==> src/rtl/test_monitor_stall_detector.sv <==
// stall_detector: counts consecutive clocks with an unchanged fetch address and flags a hang.
module stall_detector #(
   parameter int                ADDR_W      = 32,
   parameter int                HANG_CYCLES = 32,
   parameter logic [ADDR_W-1:0] PASS_ADDR   = '0,
   parameter logic [ADDR_W-1:0] FAIL_ADDR   = '0
) (
   input  logic              clk,
   input  logic              rst_n,
   input  logic              en,
   input  logic [ADDR_W-1:0] iaddr,
   output logic              hang_hit
);
   localparam int HW = $clog2(HANG_CYCLES + 1);

   logic [ADDR_W-1:0] prev;
   logic [HW-1:0]     hang_cnt;
   logic              same;

   // PASS/FAIL fetches never count as stalling; they terminate the run instead.
   assign same     = (iaddr == prev) && (iaddr != PASS_ADDR) && (iaddr != FAIL_ADDR);
   assign hang_hit = en && same && (hang_cnt == HW'(HANG_CYCLES - 1));

   // prev tracks iaddr every clock (including ARM) so the first RUN compare is meaningful.
   always_ff @(posedge clk or negedge rst_n) begin
      if (!rst_n) begin
         prev     <= '0;
         hang_cnt <= '0;
      end else begin
         prev     <= iaddr;
         hang_cnt <= (!en || !same) ? '0 :
                     (hang_cnt == HW'(HANG_CYCLES)) ? hang_cnt : hang_cnt + HW'(1);
      end
   end
endmodule

==> config.mk <==
export PLATFORM = sky130hd
export DESIGN_NAME = stall_detector
export DESIGN_NICKNAME = d
export VERILOG_FILES = /design/src/rtl/test_monitor_stall_detector.sv
export SDC_FILE = /design/constraint.sdc
export NUM_CORES = 1
export LEC_CHECK = 0
export ABC_AREA = 0
export ABC_CLOCK_PERIOD_IN_PS = 4100
export CELL_PAD_IN_SITES_DETAIL_PLACEMENT = 0
export CELL_PAD_IN_SITES_GLOBAL_PLACEMENT = 1
export CORE_UTILIZATION = 39
export DETAILED_ROUTE_END_ITERATION = 10
export PLACE_DENSITY = 0.88
export RECOVER_POWER = 100
export SYNTH_ARGS = -nofsm -noshare
export SYNTH_HDL_FRONTEND = slang
export SYNTH_SLANG_ARGS = --single-unit
==> constraint.sdc <==
create_clock -name clk -period 4.1 [get_ports clk]
set_clock_uncertainty 0.15 [all_clocks]
set_input_delay 0.82 -clock clk [delete_from_list [all_inputs] [get_ports clk]]
set_output_delay 0.82 -clock clk [all_outputs]
set_load 0.02 [all_outputs]
==> flow_metrics.py, run 1 <==
metrics = {
    "worst_setup_path": {
        "crit_arrival_ps": 3010,
        "reg2reg_to": "hang_cnt[2]",
        "ff2ff_path_depth": 6,
        "reg2reg_setup_slack_ps": 1840,
        "reg2reg_from": "prev[28]",
        "crit_start": "iaddr[5]",
        "crit_path_start_kind": "primary input",
        "required_ps": 3130,
        "end_kind": "output pin",
        "crit_fanout": 3,
        "critPathKind": "primary input to output pin",
    },
    "sta": {
        "fin_crit_ps": 3980,
        "drv_slew": 39,
        "period_share": 0.970,
        "tns_ps": 0,
        "fmaxAchievable_ghz": 0.251,
        "relSlewSlack": -0.334,
        "worstMarginPinSlew_ps": 2000,
        "setup_violations": 0,
        "hold_viol": 0,
        "rsz0062_at_grt": "no",
    },
    "cells_and_area": {
        "layout_commonest_cell": "dfrtp_1",
        "drive_gt1_frac": 0.203,
        "design_area_sq_um": 2290,
        "n_fill_cell": 309,
        "mostFrequentLayoutCells": "dfrtp_1 (38), buf_4 (29), xor2_1 (24)",
        "finalNonFillerCells": 245,
        "area.growth.synth_to_final_pct": 44.1,
        "fin_nets": 234,
        "antenna_cells": 0,
    },
    "yosys": {
        "ys_ff_latch": 38,
        "syn_avg_cell_area_sq_um": 12.7,
        "yosys_warnings": 0,
        "syn_nets": 162,
        "yosysSeqAreaShare": 0.598,
        "synth_area_sq_um": 1590,
        "synthCells": 125,
        "yosysUniqueCellTypes": 25,
    },
    "die": {
        "die_w_um": 65.9,
        "placementRows": 22,
        "dieArea_sq_um": 4340,
        "core-area_sq_um": 3770,
        "initial_core_util": 0.422,
        "die_h_um": 65.9,
        "design.portCount": 36,
    },
    "pwr": {
        "irDropWorstVdd_mv": 0.209,
        "powerDensity_nw_per_um2": 321,
        "p_leak_nw": 0.990,
    },
    "route": {
        "vias_per_cell": 4.93,
        "drt_iter0_drc": 25,
        "firstDrtPassIters": 4,
        "drt-wirelength-per-cell_um": 13.7,
        "postRouteWirelength_um": 3370,
        "drc": 0,
        "via_count": 1208,
        "detail-route-antenna-nets": 0,
    },
    "clock_tree": {
        "clk_pin_slew_worst_paths_ps": 70,
        "cts_tree": "yes",
        "postCtsSetupBuffers": 0,
        "cts_buffers": 5,
        "cts-root-buf": "clkbuf_8",
        "clock_path_buffers": 2,
        "clk-insertion-delay-late_ps": 280,
        "ctsHtreeMaxLevel": 2,
        "cts.sinks": 38,
    },
    "global_route": {
        "grt.overflow.total": 0,
        "grt_start_max_net_pins": 39,
        "grt_pass1_vias": 1377,
        "antenna_found_initial": 0,
        "grt_pass1_wl_um": 6070,
        "gr-usage-all-layers": 0.191,
    },
    "placement": {
        "placedCellCount": 238,
        "gp_congestion": 0.815,
        "hpwlAfterDp_um": 2680,
        "io_buffers": 35,
        "place_area_sq_um": 2220,
    },
    "min_path": {
        "hold_start": "hang_cnt[3]",
        "holdPathStages": 2,
        "min_to": "hang_cnt[3]",
        "holdCritPathClass": "flop to flop",
    },
    "run_status": {
        "outcome": "complete, but fails checks",
        "violations": "max-capacitance violations, max-slew violations",
    },
    "run": {
        "cap_violations": 1,
    },
}
-- metrics by stage --
| step | worst slack [ps] | utilization | power [mW] | hold slack, ps |
|---|---|---|---|---|
| detailed placement | -489 | 0.589 | 0.510 | 453 |
| finish | 123 | 0.608 | 0.735 | 457 |
| floorplan | 516 | - | 0.429 | 374 |
| global placement | -458 | 0.589 | 0.507 | 427 |
| global route | 12.1 | 0.608 | 0.770 | 497 |
| CTS | 70.5 | 0.609 | 0.743 | 471 |
-- cell families (layout without fill, tap and decap cells) --
group | after synthesis | in the layout | synth area share
AO/OA/AOI/OAI | 6 | 6 | 0.0315
AND/OR/NAND/NOR | 41 | 41 | 0.165
multiplexers | 1 | 1 | 0.00629
buffers and inverters | 8 | 80 | 0.0236
XOR/XNOR | 29 | 29 | 0.160
flip-flops | 38 | 38 | 0.598
adder cells (fa/ha/maj) | 2 | 2 | 0.0157
-- registers in the layout (all words and copies together), names as in the netlist --
name      count
hang_cnt      6
prev         32
-- routing by layer --
| metal | vias to the layer above | global-route usage | share of wire |
|---|---|---|---|
| li1 | 583 | - | - |
| met1 | 590 | 0.235 | 0.42 |
| met2 | 30 | 0.328 | 0.53 |
| met3 | 5 | 0.0397 | 0.037 |
| met4 | 0 | 0.0652 | 0.015 |
| met5 | - | 0 | 0 |
-- cells in the mapped netlist --
library cell  count  area, sq um
nor2b_1           3         18.8
nand2_1           1         3.75
or4_1             2         15.0
ha_1              2         25.0
nor4b_4           1         23.8
nand4_1           4         25.0
nand3_1           3         15.0
a222oi_1          1         10.0
nor3_2            1         10.0
nor3_1            1         5.00
mux2i_1           1         10.0
o2111ai_1         2         17.5
inv_1             7         26.3
o21ai_0           1         5.00
nor2_1            7         26.3
or2b_2            2         17.5
and3_1            1         6.26
xnor2_1           5         43.8
o221ai_1          1         8.76
or2b_1            2         15.0
xor2_1           24          210
dfrtp_1          38          951
nor4_1           13         81.3
a2111oi_0         1         8.76
buf_6             1         11.3
-- worst max-delay path: stages --
cell and delay, ps:
dlygate4sd3_1 580, buf_4 160, a222oi_1 300, nand4_1 130, or4_4 580, nor4b_4 260
buf_4 170
-- power by group --
part | switching [mW] | internal (mW)
Sequential | 0.00731 | 0.391
Clock | 0.119 | 0.117
Combinational | 0.0416 | 0.0591
Total | 0.168 | 0.567
-- layout make-up --
cell class,count,area [sq um],area share
sequential,38,951,0.415
multi-input combinational,79,607,0.265
timing repair buffer,66,572,0.249
clock buffer,7,76.3,0.0333
tap,48,60.1,0.0262
inverter,7,26.3,0.0115
-- what timing repair did --
action                                 4_1_cts  5_1_grt
resized for setup                            7        1
pin swaps                                    0        2
setup endpoints to repair                    1        1
endpoints found under the hold margin        0        0
hold buffers                                 0        0
-- how the worst max path moves through the flow --
| stage | end | slack [ps] |
|---|---|---|
| detailed placement | hang_hit | -490 |
| finish | hang_hit | 120 |
| global route | hang_hit | 10 |
| global placement | hang_hit | -460 |
| CTS | hang_hit | 70 |
| floorplan | hang_hit | 520 |
(Power assumes the default switching activity.)
==> inputs of run 2 (changes only) <==
--- a/config.mk
+++ b/config.mk
@@ -5,7 +5,6 @@
 export SDC_FILE = /design/constraint.sdc
 export NUM_CORES = 1
 export LEC_CHECK = 0
-export ABC_AREA = 0
 export ABC_CLOCK_PERIOD_IN_PS = 4100
 export CELL_PAD_IN_SITES_DETAIL_PLACEMENT = 0
 export CELL_PAD_IN_SITES_GLOBAL_PLACEMENT = 1
==> constraint.sdc (replaced) <==
create_clock -name clk -period 4.1 [get_ports clk]
set_clock_uncertainty 0.15 [all_clocks]
set_input_delay 1.23 -clock clk [delete_from_list [all_inputs] [get_ports clk]]
set_output_delay 1.23 -clock clk [all_outputs]
set_load 0.02 [all_outputs]
==> run 2 against run 1 <==
  * The run ends with max-capacitance violations, max-slew violations, negative setup slack left
  * Sequential power about the same
  * Worst hold slack better by 18 ps
  * Clock-buffer cell count down 1
  * Routed wire length increased by 7.4%
  * Largest cell class unchanged
  * Largest power group unchanged
  * Highest routed layer unchanged
==> flow_metrics.py, run 2 (synthesis gave the netlist of run 1 again) <==
metrics = {
    "pwr": {
        "power.share.sequential": 0.520,
        "p_sw_uw": 187,
        "powerDensity_nw_per_um2": 331,
        "irDropWorstVdd_mv": 0.210,
        "combPwrFrac": 0.133,
        "power.internal_uw": 581,
        "p_leak_nw": 1.04,
        "swShare": 0.243,
        "p_clk_frac": 0.347,
    },
    "sta": {
        "drv_slew": 39,
        "fmaxAchievable_ghz": 0.227,
        "rsz0062_at_grt": "yes",
        "fin_crit_ps": 4400,
        "period_share": 1.07,
        "setup_violations": 1,
        "worstMarginPinSlew_ps": 1960,
        "hold_viol": 0,
        "relSlewSlack": -0.309,
        "worst_slack_ps": -299,
    },
    "clock_tree": {
        "clk-insertion-delay-late_ps": 290,
        "cts_buffers": 5,
        "clk_pin_slew_worst_paths_ps": 80,
        "clock_path_buffers": 2,
        "cts_tree": "yes",
        "cts_hold_buffers": 0,
        "cts-root-buf": "clkbuf_8",
        "cts.sinks": 38,
        "ctsHtreeMaxLevel": 2,
    },
    "run_status": {
        "outcome": "complete, but fails checks",
        "violations": "max-capacitance violations, max-slew violations, negative setup slack",
    },
    "route": {
        "drc": 0,
        "firstDrtPassIters": 5,
        "drt-wirelength-per-cell_um": 14.6,
        "drt_iter0_drc": 51,
        "via_count": 1223,
        "vias_per_cell": 4.93,
        "postRouteWirelength_um": 3610,
        "detail-route-antenna-nets": 0,
    },
    "worst_setup_path": {
        "reg2reg_to": "hang_cnt[2]",
        "slowest_stage": "or4_1",
        "end_kind": "output pin",
        "path_cells": "buf_6 > or2b_1 > o2111ai_2 > or4_1 > or4_4 > nor4b_4 > buf_4",
        "crit_arrival_ps": 3020,
        "reg2reg_setup_slack_ps": 1770,
        "ff2ff_path_depth": 6,
        "crit_fanout": 3,
        "cpPeakStageDelay_ps": 550,
        "crit_start": "iaddr[6]",
        "required_ps": 2720,
        "critPathKind": "primary input to output pin",
        "reg2reg_from": "prev[7]",
        "crit_path_start_kind": "primary input",
    },
    "cells_and_area": {
        "top_regs": "prev x32, hang_cnt x6",
        "finalNonFillerCells": 248,
        "drive_gt1_frac": 0.310,
        "n_fill_cell": 289,
        "fin_nets": 236,
        "top_register": "prev",
        "multi_input_area_sq_um": 683,
        "layout_commonest_cell": "dfrtp_1",
        "area.growth.synth_to_final_pct": 45.9,
        "seq_area_sq_um": 951,
        "largest_reg_flops": 32,
        "mostFrequentLayoutCells": "dfrtp_1 (38), xor2_1 (24), buf_4 (17)",
        "antenna_cells": 0,
    },
    "placement": {
        "io_buffers": 35,
        "gp_congestion": 0.825,
        "placedCellCount": 238,
        "pre_cts_ws_ps": -1160,
        "hpwlAfterDp_um": 2810,
    },
    "global_route": {
        "busiest_layer": "met2",
        "grt_pass1_vias": 1321,
        "use_met2": 0.320,
        "grt_use_met1": 0.224,
        "antenna_found_initial": 0,
        "gr-usage-all-layers": 0.187,
        "grt.overflow.total": 0,
        "grt_pass1_wl_um": 5890,
        "grt_start_max_net_pins": 39,
        "met3_usage": 0.0448,
    },
    "die": {
        "placementRows": 22,
        "die_w_um": 65.9,
        "initial_core_util": 0.422,
        "dieArea_sq_um": 4340,
        "core-area_sq_um": 3770,
        "die_h_um": 65.9,
        "design.portCount": 36,
    },
    "min_path": {
        "min_to": "hang_cnt[3]",
        "holdPathStages": 2,
        "holdCritPathClass": "flop to flop",
        "hold_start": "hang_cnt[3]",
    },
    "run": {
        "cap_violations": 1,
    },
}
## run 2: cell count changes in the layout (fill, tap and decap cells not counted), sizes merged
| cell | before | now |
|---|---|---|
| clkinvlp | 0 | 1 |
| dlygate4sd2 | 1 | 11 |
| clkdlybuf4s50 | 15 | 0 |
| clkinv | 0 | 1 |
| dlymetal6s2s | 0 | 2 |
| clkdlybuf4s15 | 0 | 4 |
| clkbuf | 10 | 32 |
| clkdlybuf4s25 | 0 | 1 |
| buf | 29 | 23 |
| dlygate4sd3 | 18 | 1 |
## run 2: layout make-up
| type | count | share of cell area |
|---|---|---|
| Clock buffer | 6 | 0.0356 |
| Clock inverter | 2 | 0.00539 |
| Inverter | 7 | 0.0113 |
| Multi-Input combinational cell | 79 | 0.294 |
| Sequential cell | 38 | 0.410 |
| Tap cell | 48 | 0.0259 |
| Timing Repair Buffer | 68 | 0.218 |
## run 2: worst max-delay path: cells and delay by family
kind	cells	cell delay, ps
AND/OR/NAND/NOR	4	1400
AO/OA/AOI/OAI	1	120
buffers and inverters	2	270
## run 2: power groups by stage
| stage | logic (mW) | registers (mW) | clock network, mW |
|---|---|---|---|
| after CTS | 0.102 | 0.398 | 0.273 |
| after global placement | 0.103 | 0.404 | 0 |
| final | 0.102 | 0.399 | 0.266 |
| after detailed placement | 0.106 | 0.405 | 0 |
| after floorplan | 0.0261 | 0.404 | 0 |
| after global routing | 0.112 | 0.400 | 0.289 |
## run 2: worst max path at each step
| stage | to | slack [ps] | cells after the start |
|---|---|---|---|
| 2_1_floorplan | hang_hit | -110 | 6 |
| 4_1_cts | hang_hit | -450 | 7 |
| 5_1_grt | hang_hit | -390 | 7 |
| 3_5_place_dp | hang_hit | -1160 | 7 |
| 6_report | hang_hit | -300 | 7 |
| 3_3_place_gp | hang_hit | -1100 | 7 |
## run 2: stage by stage
stage / total power, mW / area [sq um] / TNS [ps] / hold WS (ps) / utilization
2_1_floorplan: 0.430 / 1600 / -111 / 392 / -
3_3_place_gp: 0.508 / 2230 / -1100 / 431 / 0.591
3_5_place_dp: 0.512 / 2230 / -1160 / 449 / 0.591
4_1_cts: 0.773 / 2320 / -447 / 470 / 0.615
5_1_grt: 0.802 / 2320 / -395 / 511 / 0.615
6_report: 0.768 / 2320 / -299 / 474 / 0.615
## run 2: per-layer routing
layer	vias up	wire length, um
met2	42	1870
met4	0	76
met1	588	1510
li1	584	-
met5	-	0
met3	9	156
## run 2: what timing repair did
action                     CTS  global route
setup endpoints to repair    1             1
hold endpoints to repair     0             0
pin swaps                   16            22
setup buffers                2             0
resized for setup           62            33
